`config.mk`:
```
export PLATFORM = sky130hd
export DESIGN_NAME = audio_i2s_tx_flat
export DESIGN_NICKNAME = d
export VERILOG_FILES = /design/src/rtl/audio_i2s_tx_pkg.sv /design/src/rtl/audio_i2s_tx_if.sv /design/src/rtl/audio_i2s_tx_bclk.sv /design/src/rtl/audio_i2s_tx.sv /design/src/flat_wrapper.sv
export SDC_FILE = /design/constraint.sdc
export NUM_CORES = 1
export LEC_CHECK = 0
export ABC_AREA = 1
export BUFFER_PORTS_ARGS = -buffer_cell sky130_fd_sc_hd__buf_2
export CAP_MARGIN = 20
export CORE_MARGIN = 2
export CORE_UTILIZATION = 25
export DETAILED_ROUTE_END_ITERATION = 10
export MAX_ROUTING_LAYER = met4
export PLACE_DENSITY = 0.55
export RECOVER_POWER = 100
export SYNTH_ARGS = -nofsm -noshare
export SYNTH_HDL_FRONTEND = slang
export SYNTH_SLANG_ARGS = --single-unit
```
`constraint.sdc`:
```
create_clock -name clock -period 2.1 [get_ports clock]
set_input_delay 0.315 -clock clock [delete_from_list [all_inputs] [get_ports clock]]
set_output_delay 0.315 -clock clock [all_outputs]
set_load 0.005 [all_outputs]
```
`src/rtl/audio_i2s_tx_pkg.sv`:
```
// audio_tx_pkg: shared FSM state type, frame constant and sample scaler for audio_i2s_tx.
// AUDIO_TX_SAT_EN selects saturation instead of wrap-around in scale_sample.
package audio_tx_pkg;
    typedef enum logic [1:0] {IDLE, LEFT, RIGHT} tx_state_t;
    localparam int DEF_SAMPLE_BITS = 16;
    localparam int DEF_CLK_DIV = 4;
    localparam int FRAME_CLKS = 2 * DEF_SAMPLE_BITS * 2 * DEF_CLK_DIV;
    function automatic logic [63:0] scale_sample(input logic signed [63:0] d, input int shift, input int bits);
        logic signed [63:0] w;
        logic signed [63:0] hi;
        w = d >>> shift;
        hi = (64'sd1 <<< (bits - 1)) - 64'sd1;
`ifdef AUDIO_TX_SAT_EN
        w = (w > hi) ? hi : (w < -hi - 64'sd1) ? -hi - 64'sd1 : w;
`else
        w = w;
`endif
        return w & ((hi <<< 1) | 64'sd1);
    endfunction
endpackage

```
`src/rtl/audio_i2s_tx_if.sv`:
```
// audio_i2s_tx_if: FIFO-side read port and serial DAC outputs of the I2S transmitter.
interface audio_i2s_tx_if #(parameter int DATA_WIDTH = 32);
    logic [DATA_WIDTH-1:0] left_dout;
    logic [DATA_WIDTH-1:0] right_dout;
    logic left_empty;
    logic right_empty;
    logic left_rd_en;
    logic right_rd_en;
    logic bclk;
    logic lrclk;
    logic sdata;
    logic underrun;
    logic running;
    modport master (
        output left_dout, right_dout, left_empty, right_empty,
        input left_rd_en, right_rd_en, bclk, lrclk, sdata, underrun, running
    );
    modport slave (
        input left_dout, right_dout, left_empty, right_empty,
        output left_rd_en, right_rd_en, bclk, lrclk, sdata, underrun, running
    );
endinterface

```
`src/rtl/audio_i2s_tx_bclk.sv`:
```
// audio_bclk_gen: bit clock divider with bit-start (bclk fall) and bit-last strobes, idle at zero when disabled.
module audio_bclk_gen #(
    parameter int CLK_DIV = 4
) (
    input  logic clock,
    input  logic reset,
    input  logic en_i,
    output logic bclk_o,
    output logic bit_start_o,
    output logic bit_last_o
);
    localparam int CW = (2 * CLK_DIV > 1) ? $clog2(2 * CLK_DIV) : 1;
    localparam logic [CW-1:0] LAST = CW'(2 * CLK_DIV - 1);
    localparam logic [CW-1:0] HALF = CW'(CLK_DIV);
    logic [CW-1:0] cnt_q;
    logic [CW-1:0] cnt_d;
    logic bclk_q;
    assign cnt_d = (!en_i || cnt_q == LAST) ? '0 : cnt_q + 1'b1;
    assign bclk_o = bclk_q;
    assign bit_start_o = en_i && cnt_q == '0;
    assign bit_last_o = en_i && cnt_q == LAST;
    // bclk is registered from the next count so it tracks cnt_q without decode glitches
    always_ff @(posedge clock) begin
        if (reset) begin
            cnt_q <= '0;
            bclk_q <= 1'b0;
        end else begin
            cnt_q <= cnt_d;
            bclk_q <= en_i && cnt_d >= HALF;
        end
    end
endmodule

```
`src/rtl/audio_i2s_tx.sv`:
```
// audio_i2s_tx: pops L/R FIFO pairs, scales them and shifts out a gapless left-justified I2S stream.
// Build with AUDIO_TX_SAT_EN to saturate instead of truncate the scaled samples.
module audio_i2s_tx
    import audio_tx_pkg::*;
#(
    parameter int DATA_WIDTH = 32,
    parameter int SAMPLE_BITS = 16,
    parameter int SHIFT = 10,
    parameter int CLK_DIV = 4
) (
    input logic clock,
    input logic reset,
    audio_i2s_tx_if.slave bus
);
    localparam int CW = $clog2(SAMPLE_BITS + 1);
    localparam logic [CW-1:0] LAST_BIT = CW'(SAMPLE_BITS);
    if (SAMPLE_BITS < 2 || SAMPLE_BITS > DATA_WIDTH || CLK_DIV < 1) begin : g_bad_cfg
        $error("audio_i2s_tx: illegal SAMPLE_BITS/CLK_DIV");
    end
    tx_state_t state_q;
    logic [SAMPLE_BITS-1:0] shift_q;
    logic [SAMPLE_BITS-1:0] right_q;
    logic [CW-1:0] bit_cnt_q;
    logic lrclk_q;
    logic sdata_q;
    logic running_q;
    logic bit_start;
    logic bit_last;
    logic chan_end;
    logic fetch;
    logic pop;
    logic [SAMPLE_BITS-1:0] l_w;
    logic [SAMPLE_BITS-1:0] r_w;
    audio_bclk_gen #(.CLK_DIV(CLK_DIV)) u_bclk (
        .clock(clock),
        .reset(reset),
        .en_i(state_q != IDLE),
        .bclk_o(bus.bclk),
        .bit_start_o(bit_start),
        .bit_last_o(bit_last)
    );
    // bit_cnt_q counts started bits, so it reaches SAMPLE_BITS inside the final bit of a channel
    assign chan_end = bit_last && bit_cnt_q == LAST_BIT;
    assign fetch = state_q == RIGHT && chan_end;
    assign pop = !reset && !bus.left_empty && !bus.right_empty && (state_q == IDLE || fetch);
    assign bus.left_rd_en = pop;
    assign bus.right_rd_en = pop;
    assign bus.underrun = !reset && fetch && !pop;
    assign bus.lrclk = lrclk_q;
    assign bus.sdata = sdata_q;
    assign bus.running = running_q;
    // a missed pop yields zero words, which is the silent frame
    assign l_w = pop ? SAMPLE_BITS'(scale_sample(64'($signed(bus.left_dout)), SHIFT, SAMPLE_BITS)) : '0;
    assign r_w = pop ? SAMPLE_BITS'(scale_sample(64'($signed(bus.right_dout)), SHIFT, SAMPLE_BITS)) : '0;
    always_ff @(posedge clock) begin
        if (reset) begin
            state_q <= IDLE;
            shift_q <= '0;
            right_q <= '0;
            bit_cnt_q <= '0;
            lrclk_q <= 1'b0;
            sdata_q <= 1'b0;
            running_q <= 1'b0;
        end else if (state_q == IDLE) begin
            if (pop) begin
                state_q <= LEFT;
                shift_q <= l_w;
                right_q <= r_w;
                sdata_q <= l_w[SAMPLE_BITS-1];
                bit_cnt_q <= '0;
                running_q <= 1'b1;
            end
        end else if (bit_start) begin
            shift_q <= shift_q << 1;
            bit_cnt_q <= bit_cnt_q + 1'b1;
        end else if (chan_end) begin
            bit_cnt_q <= '0;
            lrclk_q <= state_q == LEFT;
            state_q <= (state_q == LEFT) ? RIGHT : LEFT;
            shift_q <= (state_q == LEFT) ? right_q : l_w;
            sdata_q <= (state_q == LEFT) ? right_q[SAMPLE_BITS-1] : l_w[SAMPLE_BITS-1];
            if (state_q == RIGHT) right_q <= r_w;
        end else if (bit_last) begin
            sdata_q <= shift_q[SAMPLE_BITS-1];
        end
    end
endmodule

```
`src/flat_wrapper.sv`:
```
// flat-port wrapper written by rule: the top's interface ports become plain ports
module audio_i2s_tx_flat import audio_tx_pkg::*;
#(
    parameter int DATA_WIDTH = 32,
    parameter int SAMPLE_BITS = 16,
    parameter int SHIFT = 10,
    parameter int CLK_DIV = 4
)
  (clock, reset, bus_left_dout, bus_right_dout, bus_left_empty, bus_right_empty, bus_left_rd_en, bus_right_rd_en, bus_bclk, bus_lrclk, bus_sdata, bus_underrun, bus_running);
  audio_i2s_tx_if #(.DATA_WIDTH(DATA_WIDTH)) bus_i ();
  input logic clock;
  input logic reset;
  input wire logic [$bits(bus_i.left_dout)-1:0] bus_left_dout;
  input wire logic [$bits(bus_i.right_dout)-1:0] bus_right_dout;
  input wire logic [$bits(bus_i.left_empty)-1:0] bus_left_empty;
  input wire logic [$bits(bus_i.right_empty)-1:0] bus_right_empty;
  output wire logic [$bits(bus_i.left_rd_en)-1:0] bus_left_rd_en;
  output wire logic [$bits(bus_i.right_rd_en)-1:0] bus_right_rd_en;
  output wire logic [$bits(bus_i.bclk)-1:0] bus_bclk;
  output wire logic [$bits(bus_i.lrclk)-1:0] bus_lrclk;
  output wire logic [$bits(bus_i.sdata)-1:0] bus_sdata;
  output wire logic [$bits(bus_i.underrun)-1:0] bus_underrun;
  output wire logic [$bits(bus_i.running)-1:0] bus_running;
  assign bus_i.left_dout = bus_left_dout;
  assign bus_i.right_dout = bus_right_dout;
  assign bus_i.left_empty = bus_left_empty;
  assign bus_i.right_empty = bus_right_empty;
  assign bus_left_rd_en = bus_i.left_rd_en;
  assign bus_right_rd_en = bus_i.right_rd_en;
  assign bus_bclk = bus_i.bclk;
  assign bus_lrclk = bus_i.lrclk;
  assign bus_sdata = bus_i.sdata;
  assign bus_underrun = bus_i.underrun;
  assign bus_running = bus_i.running;
  audio_i2s_tx #(.DATA_WIDTH(DATA_WIDTH), .SAMPLE_BITS(SAMPLE_BITS), .SHIFT(SHIFT), .CLK_DIV(CLK_DIV)) u_core (.clock(clock), .reset(reset), .bus(bus_i));
endmodule
```
# [Word-level counts from Yosys, hierarchy flattened]
# Index checks and enable logic that the tools add are counted.
[word_totals] in_bits=68 output_inout_bits=7 wordCells=78 regBits=46
[classes] muxes=28 bitwise_logic=2 n_addsub=2 eq_ne=6 reduce_logical=30 order_cmp=1
[op_table] operator="$mux W16" count=12
[op_table] operator="$mux W5" count=4
[op_table] operator="$logic_and A1 B1 Y1" count=10
[op_table] operator="$mux W2" count=5
[op_table] operator="$reduce_and A3 Y1" count=3
[op_table] operator="$mux W1" count=6
[op_table] operator="$reduce_bool A2 Y1" count=3
[op_table] operator="$reduce_bool A3 Y1" count=2
[op_table] operator="$add A5 B1 Y5 const B" count=1
[op_table] operator="$eq A5 B5 Y1 const B" count=1
[op_table] operator="$logic_not A1 Y1" count=5
[op_table] operator="$reduce_and A2 Y1" count=2
[op_table] operator="$reduce_and A4 Y1" count=1
[op_table] operator="$add A3 B1 Y3 const B" count=1
[op_table] operator="$eq A3 B3 Y1 const B" count=1
[op_table] operator="$ge A3 B3 Y1 const B" count=1
[op_table] operator="$logic_not A3 Y1" count=1
[op_table] operator="$mux W3" count=1
[op_table] operator="$eq A2 B1 Y1 const B" count=1
[op_table] operator="$eq A2 B2 Y1 const B" count=1
[op_table] operator="$logic_not A2 Y1" count=1
[op_table] operator="$logic_or A1 B1 Y1" count=2
[op_table] operator="$ne A2 B1 Y1 const B" count=1
[op_table] operator="$ne A2 B2 Y1 const B" count=1
[op_table] operator="$not A1 Y1" count=2

# [Depth between registers and ports, before layout]
# Gate-level depths: netlist of the first run.
[depth] depth_word=11 depth_mapped=12 mapped_depth_nobuf=11

# [Hierarchy]
# From an unflattened synthesis of the first run, not the netlist that was laid out.
[hier_totals] hier_cells=386 area_unflattened_um2=2511.2
[modules_own_cells] module="audio_i2s_tx" seq_area_each_um2=840.8 area_each_um2=2331.0 n_inst=1 cells_per_inst=363
[modules_own_cells] module="audio_bclk_gen" seq_area_each_um2=80.1 area_each_um2=180.2 n_inst=1 cells_per_inst=23

# [Worst setup path after synthesis of the first run]
# Ideal clock, no wire load.
[synth_timing] path_kind="register to output" start="register u_core.u_bclk.cnt_q[0]" end="output bus_right_rd_en" t_required_ps=1785 arrival_ps=1467 stages_incl_launch_ff=9 n_path_buf=2 path_slack_ps=318 cell_sequence="dfxtp_1 > ha_1 > ha_1 > nand3_1 > o21ai_2 > nand2_2 > buf_2 > inv_1 > buf_4"
[synth_between] elab_chain_cells=6
[synth_lines] element="start: declaration" line="audio_i2s_tx_bclk.sv:15" text="logic [CW-1:0] cnt_q;"
[synth_lines] element="start signal: assignment" line="audio_i2s_tx_bclk.sv:28" text="cnt_q <= cnt_d;"
[synth_lines] element="$eq A3 B3 Y1" line="audio_i2s_tx_bclk.sv:21" text="assign bit_last_o = en_i && cnt_q == LAST;"
[synth_lines] element="$logic_and A1 B1 Y1" line="audio_i2s_tx_bclk.sv:21"
[synth_lines] element="$logic_and A1 B1 Y1" line="audio_i2s_tx.sv:43" text="assign chan_end = bit_last && bit_cnt_q == LAST_BIT;"
[synth_lines] element="$logic_and A1 B1 Y1" line="audio_i2s_tx.sv:44" text="assign fetch = state_q == RIGHT && chan_end;"
[synth_lines] element="$logic_or A1 B1 Y1" line="audio_i2s_tx.sv:45" text="assign pop = !reset && !bus.left_empty && !bus.right_empty && (state_q == IDLE || fetch);"
[synth_lines] element="$logic_and A1 B1 Y1" line="audio_i2s_tx.sv:45"
[synth_lines] element="end: declaration" line="flat_wrapper.sv:18" text="output wire logic [$bits(bus_i.right_rd_en)-1:0] bus_right_rd_en;"
# No other way between the ends.

# [Final worst setup path of the first run]
[layout_timing] start="register u_core.state_q[0]" end="output bus_left_rd_en"
[layout_between] elab_chain_cells=6 word_cells_on_any_way=8 cone_classes="eq/ne: 1; reduce/logical: 7"
[layout_lines] element="start: declaration" line="audio_i2s_tx.sv:20" text="tx_state_t state_q;"
[layout_lines] element="start signal: assignment" line="audio_i2s_tx.sv:79" text="state_q <= (state_q == LEFT) ? RIGHT : LEFT;"
[layout_lines] element="$reduce_bool A2 Y1" line="audio_i2s_tx.sv:37" text=".en_i(state_q != IDLE),"
[layout_lines] element="$logic_and A1 B1 Y1" line="audio_i2s_tx_bclk.sv:21"
[layout_lines] element="$logic_and A1 B1 Y1" line="audio_i2s_tx.sv:43"
[layout_lines] element="$logic_and A1 B1 Y1" line="audio_i2s_tx.sv:44"
[layout_lines] element="$logic_or A1 B1 Y1 (*)" line="audio_i2s_tx.sv:45"
[layout_lines] element="$logic_and A1 B1 Y1 (*)" line="audio_i2s_tx.sv:45"
[layout_lines] element="end: declaration" line="flat_wrapper.sv:17" text="output wire logic [$bits(bus_i.left_rd_en)-1:0] bus_left_rd_en;"
# Mark *: on every way between the ends. The rest lies on a longest branch, timed or not.

==> out/metrics.yaml, run 1 <==
status: "finished, final reports clean"
synth_area_per_cell_um2: 6.11
vias: 2734
powerDensity_nw_per_um2: 586
critPathRequiredTime_ns: 1.78
clockRootBuffer: "clkbuf_8"
slew_viol_final: 0
dp_hpwl_mm: 5.19
reg2reg_depth: 9
crit_type: "reg -> out"
insertion_delay_ns: 0.30
hold_class: "in -> reg"
grt_max_degree: 32
pre_cts_ws_ns: 0.265
critPathLaunch: "u_core.state_q[0]$_SDFFE_PP0P_"
antenna_found_initial: 0
finalNetCount: 565
io_pins: 75
dp_cells: 618
finClkSkew_ns: 0.00824
r2r_end: "u_core.shift_q[10]$_SDFFE_PP0P_"
start_util: 0.254
fin_setup_tns_ns: 0
first_global_vias: 2710
synth.distinct_cells: 26
io_buffers: 42
max_slew.worst_pin.slew_ns: 0.946
clock_sinks: 46
fmax_mhz: 508
cp-start-kind: "register"
yosysWarningCount: 0
syn_area_um2: 2750
relSlewSlack: 0.368
reg2reg_slack_ns: 0.24
drtPass1Iterations: 4
cts_max_level: 2
rsz0062_at_grt: "false"
hold_depth: 5
hold_violations: 0
initialDrtViolationCount: 234
finalCriticalPeriod_ns: 1.97
grtUsageTotal: 0.136
cts_tree: "done"
setup_viol: 0
min_from: "bus_right_dout[20]"
cts_hold_buf: 0
ant_nets: 0
seq_area_frac_synth: 0.335
vdd_ir_drop_max_v: 0.000249
final.period_utilization: 0.937
syn_to_final_growth_pct: 19.0
whs_ns: 0.328
drc: 0
drive_gt1_frac: 0.170
wirelength_mm: 7.29
core_um2: 10800
utilization: 0.303
clk_pin_slew_ns: 0.09
num_rows: 38
worst-path-max-fanout: 20
stdcell_count: 633
ys_ff_latch: 46
gp_congestion: 0.820
cts_buffers: 5
syn_nets: 522
cp-end-kind: "output port"
overflow: 0
vias_per_cell: 4.32
layout.cells.most_common: "nand2_1"
cp_data_arrival_time_ns: 1.65
grt_pass1_wl_mm: 12.6
die_area_um2: 11800
antenna_cells: 0
whs_endpoint: "u_core.right_q[10]$_SDFFE_PP0P_"
fp.dieW_um: 109
power_leakage_uw: 0.00160
cts_max_path_buffers: 2
wl_per_cell_um: 11.5
maxCapViolations: 0
most-common-layout-cells: "nand2_1 (111), nor2_1 (73), inv_1 (56), nand3_1 (55), dfxtp_1 (46)"
post-route-worst-setup-slack_ns: 0.132
die_h_um: 109
r2r-start: "u_core.state_q[0]$_SDFFE_PP0P_"
syn_inst: 449
-- per-layer routing --
| layer | GRT usage | vias up | routed length, µm |
|---|---|---|---|
| met5 | - | - | 0 |
| met3 | 0.0149 | 4 | 182 |
| met1 | 0.176 | 1187 | 3770 |
| li1 | - | 1486 | - |
| met2 | 0.217 | 57 | 3260 |
| met4 | 0.0504 | 0 | 82 |
-- critical path, cell delays in order, from the launching register on --
cell and delay, ns:
dfxtp_1 0.34, nor2_1 0.36, inv_4 0.20, o21ai_2 0.15, nand2_4 0.12, inv_1 0.08
buf_2 0.11
-- through the flow --
stage	power, µW	instance area (µm²)
6_report	1910	3270
2_1_floorplan	1140	2750
3_3_place_gp	1240	3100
4_1_cts	1930	3220
5_1_grt	2020	3270
3_5_place_dp	1240	3100
-- synthesized netlist by cell type --
cell	count	area, µm²
buf_4	2	15.0
ha_1	5	62.6
a21oi_1	39	195
buf_2	9	45.0
nand3_1	54	270
nor4_1	1	6.26
nand4_1	1	6.26
inv_1	56	210
o21ai_2	1	8.76
nor3_2	1	10.0
buf_1	1	3.75
clkbuf_1	12	45.0
buf_6	1	11.3
nand2_2	7	43.8
dfxtp_1	46	921
o21ai_0	6	30.0
nor2_1	72	270
nor3b_1	14	105
nor2_2	2	12.5
or2_2	2	12.5
inv_2	2	7.51
nand2_1	111	417
nand3_2	1	10.0
o211ai_1	1	7.51
nor2_4	1	11.3
o31ai_1	1	7.51
-- cell families (layout without fill, tap and decap cells) --
logic type | count (synthesis) | in the layout | synth area share
adders and majority gates | 5 | 5 | 0.0228
AOI/OAI and AO/OA | 48 | 48 | 0.0907
buffers and inverters | 83 | 127 | 0.123
DFF | 46 | 46 | 0.335
and+or+nand+nor | 267 | 267 | 0.428
-- cell type report --
cell class / count / area (µm²)
Clock buffer: 5 / 68.8
Clock inverter: 3 / 43.8
Fill cell: 1209 / 7530
Inverter: 58 / 220
Multi-Input combinational cell: 320 / 1490
Sequential cell: 46 / 921
Tap cell: 140 / 175
Timing Repair Buffer: 61 / 352
-- what timing repair did --
item,CTS,global route
setup buffers,0,7
setup endpoints to repair,2,3
resized for setup,2,1
pin swaps,0,2
-- how the worst max path moves through the flow --
stage                                       to  slack (ns)  cells past startpoint
5_1_grt                         bus_left_rd_en        0.01                      7
3_3_place_gp   u_core.shift_q[11]$_SDFFE_PP0P_        0.29                     11
6_report                        bus_left_rd_en        0.13                      6
4_1_cts                         bus_left_rd_en        0.06                      7
3_5_place_dp    u_core.right_q[6]$_SDFFE_PP0P_        0.27                      8
2_1_floorplan                  bus_right_rd_en        0.32                      8
-- flip-flops by register name (all words and copies together), names as in the netlist --
name	flops
u_core.u_bclk.bclk_o	1
u_core.state_q	2
u_core.bus.sdata	1
u_core.bit_cnt_q	5
u_core.bus.running	1
u_core.right_q	16
u_core.bus.lrclk	1
u_core.shift_q	16
u_core.u_bclk.cnt_q	3
-- power breakdown --
group	switching [µW]	leakage [µW]	internal (µW)
registers	17.3	0.000374	906
clock network	327	0.0000585	357
logic	189	0.00117	117
total	533	0.00160	1380
Power figures use the tool's default switching activity.
==> run 2, diff against run 1 <==
- clock period: 2.1 -> 2.3 ns (I/O delays scaled with it)
==> run 2 against run 1 <==
Non-clock buffer count down 6. Sequential power down 8.7%. Via count about the same. Die area unchanged. Sequential cell count unchanged. Sequential share of layout area up 0.75 points. Total power down 14%. Clock skew up 0.0010 ns. Wire length up 0.74%. Global-route usage down 0.063 points. Worst hold slack better by 0.028 ns. Critical path depth up 1. Critical path type unchanged. Largest cell class unchanged. Largest power group unchanged.
==> out/metrics.yaml, run 2 (synthesis results as in run 1) <==
status: "finished, final reports clean"
die_area_um2: 11800  # unchanged
clockRootBuffer: "clkbuf_8"
cts_hold_buf: 0  # unchanged
max_slew.worst_pin.slew_ns: 0.720  # -0.227 ns
first_global_vias: 2596  # -4.2%
finalCriticalPeriod_ns: 2.16
reg_top3: "u_core.right_q (16), u_core.shift_q (16), u_core.bit_cnt_q (5)"
cts_max_level: 2  # unchanged
cts_tree: "done"
r2r-start: "u_core.state_q[0]$_SDFFE_PP0P_"
grt_pass1_wl_mm: 12.5  # -0.60%
hold_violations: 0  # unchanged
grtUsageTotal: 0.135  # -0.000627
fmax_mhz: 462
clock_sinks: 46  # unchanged
ant_nets: 0  # unchanged
wirelength_mm: 7.35  # +0.74%
overflow: 0  # unchanged
final.period_utilization: 0.940
vdd_ir_drop_max_v: 0.000254  # +2.0%
drive_gt1_frac: 0.148  # -0.0225
cts_resized: 0  # -2
gp_congestion: 0.813  # -0.87%
cp_data_arrival_time_ns: 1.82  # +0.17 ns
initialDrtViolationCount: 186  # -21%
most-common-layout-cells: "nand2_1 (113), nor2_1 (74), inv_1 (56), nand3_1 (55), dfxtp_1 (46)"
antenna_found_initial: 0  # unchanged
layout.cells.most_common: "nand2_1"
min_from: "bus_right_dout[17]"
critPathRequiredTime_ns: 1.96  # +0.18 ns
start_util: 0.254  # unchanged
setup_viol: 0  # unchanged
num-fill-cells: 1197  # -0.99%
fin_setup_tns_ns: 0  # unchanged
hold_class: "in -> reg"
vias_per_cell: 4.36  # +0.92%
die_h_um: 109  # unchanged
cp-end-kind: "output port"
vias: 2733  # -0.037%
finalNetCount: 559  # -1.1%
io_pins: 75  # unchanged
io_buffers: 42  # unchanged
post-route-worst-setup-slack_ns: 0.137  # +0.00498 ns
dp_hpwl_mm: 5.30  # +2.2%
relSlewSlack: 0.519  # +0.151
power_leakage_uw: 0.00155  # -3.1%
num_rows: 38  # unchanged
cts_max_path_buffers: 2  # unchanged
critPathLaunch: "u_core.u_bclk.cnt_q[0]$_SDFF_PP0_"
grt_max_degree: 25  # -22%
dpl_cell_area_um2: 3110  # +0.24%
clk_pin_slew_ns: 0.10  # about the same
slew_viol_final: 0  # unchanged
finalInstanceArea_um2: 3180  # -2.6%
finClkSkew_ns: 0.00925  # +0.00101 ns
powerDensity_nw_per_um2: 516  # -12%
crit_type: "reg -> out"
rsz0062_at_grt: "false"
postCtsSetupBuffers: 0  # unchanged
insertion_delay_ns: 0.31  # about the same
fp.dieW_um: 109  # unchanged
cts_buffers: 5  # unchanged
drtPass1Iterations: 4  # unchanged
reg2reg_slack_ns: 0.26  # +0.02 ns
wl_per_cell_um: 11.7  # +1.7%
pre_cts_ws_ns: 0.389  # +0.124 ns
cp-start-kind: "register"
core_um2: 10800  # unchanged
syn_to_final_growth_pct: 15.9
worst-path-max-fanout: 5  # -75%
antenna_cells: 0  # unchanged
maxCapViolations: 0  # unchanged
drc: 0  # unchanged
[run 2: area by class of cell]
| cell class | instances | area (µm²) | share of cell area |
|---|---|---|---|
| multi-input cells | 320 | 1470 | 0.463 |
| flip-flops and latches | 46 | 921 | 0.290 |
| repair buffers | 55 | 302 | 0.0948 |
| inverters | 58 | 218 | 0.0685 |
| well taps | 140 | 175 | 0.0551 |
| clock buffers | 5 | 68.8 | 0.0216 |
| clock inverters | 3 | 25.0 | 0.00787 |
[run 2: through the flow]
step            util  power, µW  instances  hold slack [ns]
6_report       0.295       1640        627            0.356
5_1_grt        0.295       1740        627            0.360
4_1_cts        0.297       1660        627            0.348
3_5_place_dp   0.288       1130        619            0.445
3_3_place_gp   0.288       1130        619            0.426
2_1_floorplan      -       1040        449            0.417
[run 2: per-layer routing]
metal  global-route usage  up-vias  part of all wire
met1                0.184     1188              0.51
met4               0.0321        0            0.0083
met2                0.216       69              0.45
met3               0.0132        4             0.036
met5                    -        -                 0
li1                     -     1472                 -
[run 2: critical path, stage by stage, from the launching register on]
cell	delay [ns]
dfxtp_1	0.37
ha_1	0.17
ha_1	0.19
nand3_1	0.12
inv_1	0.08
nand2_2	0.09
nor4_1	0.33
clkbuf_1	0.16
[run 2: worst paths after layout]
path,cells past startpoint,to
setup / recovery,7,bus_underrun
hold / removal,5,u_core.right_q[7]$_SDFFE_PP0P_
setup reg to reg,9,u_core.shift_q[4]$_SDFFE_PP0P_
hold reg to reg,2,u_core.bus.running$_SDFFE_PP0P_
[run 2: power breakdown]
| group | switching (µW) | total [µW] | internal [µW] |
|---|---|---|---|
| clock | 308 | 528 | 220 |
| sequential | 16.0 | 843 | 827 |
| combinational | 171 | 271 | 100 |
| total | 495 | 1640 | 1150 |
